File: config.mk
export PLATFORM = sky130hd
export DESIGN_NAME = verdict_serializer
export DESIGN_NICKNAME = d
export VERILOG_FILES = /design/src/rtl/verdict_pkg.sv /design/src/rtl/verdict_serializer_fifo.sv /design/src/rtl/verdict_serializer.sv
export SDC_FILE = /design/constraint.sdc
export NUM_CORES = 2
export LEC_CHECK = 0
export CAP_MARGIN = 5
export CORE_UTILIZATION = 56
export CTS_CLUSTER_SIZE = 10
export DETAILED_ROUTE_END_ITERATION = 8
export GPL_TIMING_DRIVEN = 0
export MAX_ROUTING_LAYER = met4
export PLACE_DENSITY = 0.77
export SLEW_MARGIN = 20
export SYNTH_ARGS = -nofsm -noshare
export SYNTH_HDL_FRONTEND = slang
export SYNTH_SLANG_ARGS = --single-unit
File: constraint.sdc
create_clock -name clk -period 22.6 [get_ports clk]
set_clock_uncertainty 0.1 [all_clocks]
set_input_delay 2.26 -clock clk [delete_from_list [all_inputs] [get_ports clk]]
set_output_delay 2.26 -clock clk [all_outputs]
set_load 0.02 [all_outputs]
File: src/rtl/verdict_pkg.sv
// Purpose: shared widths, the snapshot record and the priority helper for the verdict serializer.
// Latency: n/a (types and a pure combinational function only).
// Backpressure: n/a.
package verdict_pkg;

    localparam int NUM_OUTPUTS = 10;
    localparam int DATA_W      = 64;
    localparam int TS_W        = 32;
    localparam int IDX_W       = $clog2(NUM_OUTPUTS);

    // One monitor sample: the cycle it was taken, which outputs were active, and all values.
    typedef struct packed {
        logic [TS_W-1:0]                    ts;
        logic [NUM_OUTPUTS-1:0]             aktv;
        logic [NUM_OUTPUTS-1:0][DATA_W-1:0] values;
    } snapshot_t;

    // Index of the lowest set bit; returns 0 for an empty mask (callers never ask then).
    function automatic logic [IDX_W-1:0] lowest_set(input logic [NUM_OUTPUTS-1:0] m);
        lowest_set = '0;
        for (int i = NUM_OUTPUTS - 1; i >= 0; i--) begin
            if (m[i]) begin
                lowest_set = IDX_W'(i);
            end
        end
    endfunction

endpackage

File: src/rtl/verdict_serializer_fifo.sv
// Purpose: snapshot queue, DEPTH entries, combinational head read.
// Latency: a push is visible at the head the cycle after the push edge.
// Backpressure: push refused when full unless a pop happens on the same edge.
module snapshot_fifo
    import verdict_pkg::*;
#(
    parameter int DEPTH = 4
) (
    input  logic      clk,
    input  logic      rst,
    input  logic      push_vld,
    input  snapshot_t push_dat,
    output logic      push_acc,
    input  logic      pop_vld,
    output snapshot_t head_dat,
    output logic      empty
);

    localparam int PTR_W = $clog2(DEPTH);
    localparam int CNT_W = PTR_W + 1;
    localparam logic [CNT_W-1:0] FULL_CNT = CNT_W'(DEPTH);

    snapshot_t        mem [DEPTH];
    logic [PTR_W-1:0] wr_ptr;
    logic [PTR_W-1:0] rd_ptr;
    logic [CNT_W-1:0] count;
    logic             do_pop;

    // Accept a push when there is room now, or when the head leaves on this same edge.
    always_comb begin
        empty    = (count == '0);
        do_pop   = pop_vld && !empty;
        push_acc = push_vld && ((count != FULL_CNT) || do_pop);
        head_dat = mem[rd_ptr];
    end

    // Storage carries no reset: an entry is only read after it has been written.
    always_ff @(posedge clk) begin
        if (push_acc) begin
            mem[wr_ptr] <= push_dat;
        end
    end

    // Pointers wrap naturally because DEPTH is a power of two.
    always_ff @(posedge clk) begin
        if (rst) begin
            wr_ptr <= '0;
            rd_ptr <= '0;
            count  <= '0;
        end else begin
            if (push_acc) begin
                wr_ptr <= wr_ptr + PTR_W'(1);
            end
            if (do_pop) begin
                rd_ptr <= rd_ptr + PTR_W'(1);
            end
            case ({push_acc, do_pop})
                2'b10:   count <= count + CNT_W'(1);
                2'b01:   count <= count - CNT_W'(1);
                default: count <= count;
            endcase
        end
    end

endmodule

File: src/rtl/verdict_serializer.sv
// Purpose: capture timestamped monitor snapshots and emit one record per active output.
// Latency: snapshot captured at edge N presents its first record in cycle N+1 if the queue was empty.
// Backpressure: rec_ready low holds the record; full queue drops snapshots and counts them.
module verdict_serializer
    import verdict_pkg::*;
#(
    parameter int FIFO_DEPTH = 4,
    parameter int DROP_W     = 16
) (
    input  logic                          clk,
    input  logic                          rst,
    input  logic                          en,
    input  logic [NUM_OUTPUTS*DATA_W-1:0] out_values,
    input  logic [NUM_OUTPUTS-1:0]        out_aktv,
    output logic                          rec_valid,
    input  logic                          rec_ready,
    output logic [IDX_W-1:0]              rec_idx,
    output logic [DATA_W-1:0]             rec_value,
    output logic [TS_W-1:0]               rec_ts,
    output logic                          rec_last,
    output logic                          overflow,
    output logic [DROP_W-1:0]             drop_count
);

    logic [TS_W-1:0]        ts_q;
    logic [NUM_OUTPUTS-1:0] done_mask_q;
    logic [NUM_OUTPUTS-1:0] pend_mask;
    logic [NUM_OUTPUTS-1:0] idx_onehot;
    logic [IDX_W-1:0]       head_idx;
    logic                   head_last;
    logic                   capture;
    logic                   push_acc;
    logic                   fifo_empty;
    logic                   accept;
    logic                   pop;
    snapshot_t              cap_snap;
    snapshot_t              head_snap;

    // Build the snapshot from the current monitor outputs; ts is the pre-increment count.
    always_comb begin
        capture         = en && (|out_aktv);
        cap_snap.ts     = ts_q;
        cap_snap.aktv   = out_aktv;
        cap_snap.values = out_values;
    end

    snapshot_fifo #(
        .DEPTH (FIFO_DEPTH)
    ) u_fifo (
        .clk      (clk),
        .rst      (rst),
        .push_vld (capture),
        .push_dat (cap_snap),
        .push_acc (push_acc),
        .pop_vld  (pop),
        .head_dat (head_snap),
        .empty    (fifo_empty)
    );

    // Pick the lowest still-pending output of the head snapshot and decide if it is the last one.
    always_comb begin
        pend_mask  = head_snap.aktv & ~done_mask_q;
        head_idx   = lowest_set(pend_mask);
        idx_onehot = NUM_OUTPUTS'(1) << head_idx;
        head_last  = ((pend_mask & ~idx_onehot) == '0);
        accept     = !fifo_empty && rec_ready;
        pop        = accept && head_last;
    end

    // Drive the record; all payload fields read as zero while nothing is offered.
    always_comb begin
        rec_valid = !fifo_empty;
        rec_idx   = '0;
        rec_value = '0;
        rec_ts    = '0;
        rec_last  = 1'b0;
        if (!fifo_empty) begin
            rec_idx   = head_idx;
            rec_value = head_snap.values[head_idx];
            rec_ts    = head_snap.ts;
            rec_last  = head_last;
        end
    end

    // Free-running cycle stamp, advanced only while the monitor is enabled.
    always_ff @(posedge clk) begin
        if (rst) begin
            ts_q <= '0;
        end else if (en) begin
            ts_q <= ts_q + TS_W'(1);
        end
    end

    // Track which outputs of the head snapshot have already been handed to the sink.
    always_ff @(posedge clk) begin
        if (rst) begin
            done_mask_q <= '0;
        end else if (pop) begin
            done_mask_q <= '0;
        end else if (accept) begin
            done_mask_q <= done_mask_q | idx_onehot;
        end
    end

    // Record snapshots refused by a full queue; the counter saturates rather than wraps.
    always_ff @(posedge clk) begin
        if (rst) begin
            overflow   <= 1'b0;
            drop_count <= '0;
        end else if (capture && !push_acc) begin
            overflow <= 1'b1;
            if (drop_count != '1) begin
                drop_count <= drop_count + DROP_W'(1);
            end
        end
    end

endmodule
==> results.md <==
* CP Class: flop to output pin
* Yosys cell types at 61
* YS warnings at 0
* Antenna-violating nets left at 0
* Post-synth top flop: edfxtp_1
* Io pins at 773
* Hold_ws at 374 ps
* CTS Buffer Depth at 4
* R2R depth at 17
* Core region area at 0.190 mm2
* Path type of the worst min-delay path: flop to flop
* CTS tree: yes
* Cell area after synthesis at 0.108 mm2
* Post-detail-place hpwl at 214000 um
* Final hold violation count at 0
* Pwr per Cell Area at 88.5 mW/mm2
* Iter 0 DRT Violations at 7185
* FF-to-FF End: u_fifo.mem[0][470]$_DFFE_PP_
* Rel. slew slack at 20.2%
* 1st-pass router iterations at 6
* Share of the synthesized area in the top cell type at 76.2%
* Total Routing Usage GR at 32.8%
* CP most frequent cell: clkbuf_1
* DRC Markers at 0
* RSZ-0062 raised after global routing: false
* Vias in the first global route at 59.2k
* Setup Fix Bufs, Post-CTS at 0
* Largest net degree at the start of global routing at 48
* Hold Path End: done_mask_q[4]$_SDFFE_PP0P_
* Total CTS buffers at 332
* Post-DR wirelength/cell at 34.5 um
* Clk pwr share at 39.7%
* Setup violators final at 0
* Share of flip-flops with an asynchronous set or reset at 0%
* # nets final at 6925
* GPL Wtd Cong at 0.892
* PortBufs at 772
* Post-synth EDFFs at 2728
* DRT Wirelength at 312000 um
* Worst setup SP type: flop
* Most frequent cells in the layout: edfxtp_1, clkdlybuf4s50_1, mux4_2
* Leakage at 40.8 nW
* Synth area leader: edfxtp_1
* Worst setup margin at 13400 ps
* Status: finished clean
* Clock tree root driver cell: clkbuf_16
* Worst R2R Setup Slack at 16920 ps
* Finished Core Util at 68.1%
* Die X-Extent at 440 um
* Worst-path fanout max at 10
* CP peak stage delay at 770 ps
* Starting density of the core at 56.5%
* Initial antenna violation count at 198
* Vias at 58.9k
* Reg clk slew, reported paths at 50 ps
* Crit-path cells: buf_2 > buf_4 > mux2i_1 > o22ai_2 > a21oi_1 > a21o_1 > clkbuf_1 > clkbuf_1 > nor4b_1 > nor4_1 > a31oi_1 > o32ai_1 > clkdlybuf4s50_1
* Final Slew Violations at 0
* Clock latency on the worst-skew pair at 950 ps
* Sequential share of power at 51.9%
* Design area at 0.130 mm2
* GRT overflow at 0
* Sink Count at 2796
* Mean Syn Cell Area at 21.2 um2
* Critical path arrival at 6840 ps
* Cells after synthesis at 5079
* P_sw at 0.00253 W
* Area grow syn2layout at 20.5%
* Min cycle time layout at 9200 ps
* VDD IR max at 90.2 uV
* Die area at 0.194 mm2
* Hold depth at 2
* Internal power at 0.00894 W
* CP max stage cell: a21o_1
* Total negative slack at 0 ps
* Post-cts repair resize count at 0
* Hold_buf cts at 0
* Switching Share at 22.1%
* FP Rows at 160
* Worst setup EP type: output pin
* Synth top area cells: edfxtp_1, mux4_2, dfxtp_1
* Combinational share of power at 8.5%
* Chip height at 440 um
* Max Cap Viol at 0
* Critical path data required time at 20240 ps
* Post-Syn Nets at 5741
* Final period util at 40.7%
* Average vias per placed instance at 6.51
* Max Freq at 109 MHz
* Pre-CTS setup slack at 14450 ps
* H-Tree Depth at 5
* Commonest non-fill, non-tap cell in the layout: edfxtp_1
* First-pass GRT wire length at 427000 um
* Sequential-to-total area share from yosys stat at 77.4%
* #FFs+latches synth at 2796
* Fraction of layout cells with a size suffix above 1 at 19.7%
* Worst Hold Launch: done_mask_q[4]$_SDFFE_PP0P_
* Worst-Margin Slew at 1200 ps
* Placed Area at 0.120 mm2
-- how the worst max path moves through the flow --
stage | startpoint | to | slack [ps]
4_1_cts | flop | rec_value[59] | 13410
5_1_grt | flop | rec_value[45] | 13300
2_1_floorplan | rec_ready | u_fifo.mem[0][0]$_DFFE_PP_ | 2620
3_3_place_gp | rec_ready | u_fifo.mem[0][467]$_DFFE_PP_ | -11240
3_5_place_dp | flop | rec_value[47] | 14450
6_report | flop | rec_value[59] | 13400
-- power by group through the flow --
stage	Combinational [W]	Clock [W]	Sequential, W
floorplan	0.000413	0	0.00618
global placement	0.000899	0	0.00631
detailed placement	0.000955	0	0.00605
CTS	0.000964	0.00459	0.00595
global route	0.00100	0.00478	0.00596
finish	0.000970	0.00455	0.00595
-- flip-flops by register name, indices dropped and copies added (netlist names), named ones only --
| register | flops |
|---|---|
| drop_count | 16 |
| done_mask_q | 10 |
| u_fifo.count | 3 |
| overflow | 1 |
| u_fifo.wr_ptr | 2 |
| ts_q | 32 |
| u_fifo.mem | 2728 |
| u_fifo.rd_ptr | 2 |
-- logic make-up after synthesis --
kind of cell,share of synthesized area (%)
XOR/XNOR,0.252
adder cells (fa/ha/maj),0.100
flip-flops,77.4
AND/OR/NAND/NOR,3.20
buffers and inverters,1.19
AO/OA/AOI/OAI,3.04
multiplexers,14.8
-- synthesized netlist by cell type (3+ instances only) --
cell type / number
mux2i_1: 16
xnor2_1: 9
or2_1: 3
nand2_1: 151
a22oi_1: 4
and2_1: 36
a211o_1: 85
nor2b_1: 5
dfxtp_1: 68
mux4_2: 679
a211oi_1: 23
o31ai_1: 12
xor2_1: 22
a21oi_1: 172
mux2_2: 42
and3_1: 123
and4_1: 3
nor4_1: 11
nand2b_1: 9
clkbuf_1: 225
o21ai_0: 98
nor3_1: 42
buf_1: 52
or3_1: 7
o22ai_1: 18
inv_1: 9
edfxtp_1: 2728
o221a_2: 20
a21o_1: 3
a31oi_1: 50
buf_6: 3
ha_1: 7
nand3_1: 190
nor2_1: 68
or4_1: 14
buf_2: 33
nand4_1: 8
o211ai_1: 3
-- stage by stage --
| stage | power [W] | std cells |
|---|---|---|
| after floorplan | 0.00660 | 5079 |
| after global placement | 0.00721 | 8362 |
| after detailed placement | 0.00700 | 8439 |
| after CTS | 0.0115 | 8847 |
| after global routing | 0.0117 | 9026 |
| final | 0.0115 | 9052 |
-- cell type report --
type                       count  area [um2]
antenna                      204         510
buffer                       314        1280
clock buffer                 396        8700
clock inverter                12        75.1
fill                       11600       60700
inverter                      10        37.5
multi-input combinational   1959       23100
sequential                  2796       83300
tap                         2511        3140
timing repair buffer         850        9580
-- critical path, delay by kind of cell, from the launching register on --
family	cells	cell delay, ps
buffers and inverters	5	2650
AO/OA/AOI/OAI	5	1930
AND/OR/NAND/NOR	2	680
multiplexers	1	320
flip-flops	1	300
-- layer usage --
metal	GRT usage, %	part of all wire (%)	vias to the layer above
met4	23.5	7.6	0
met2	50.7	49	3678
met5	-	0	-
met1	38.2	33	30500
met3	7.49	9.9	835
li1	-	-	23900
Power figures use the tool's default switching activity.
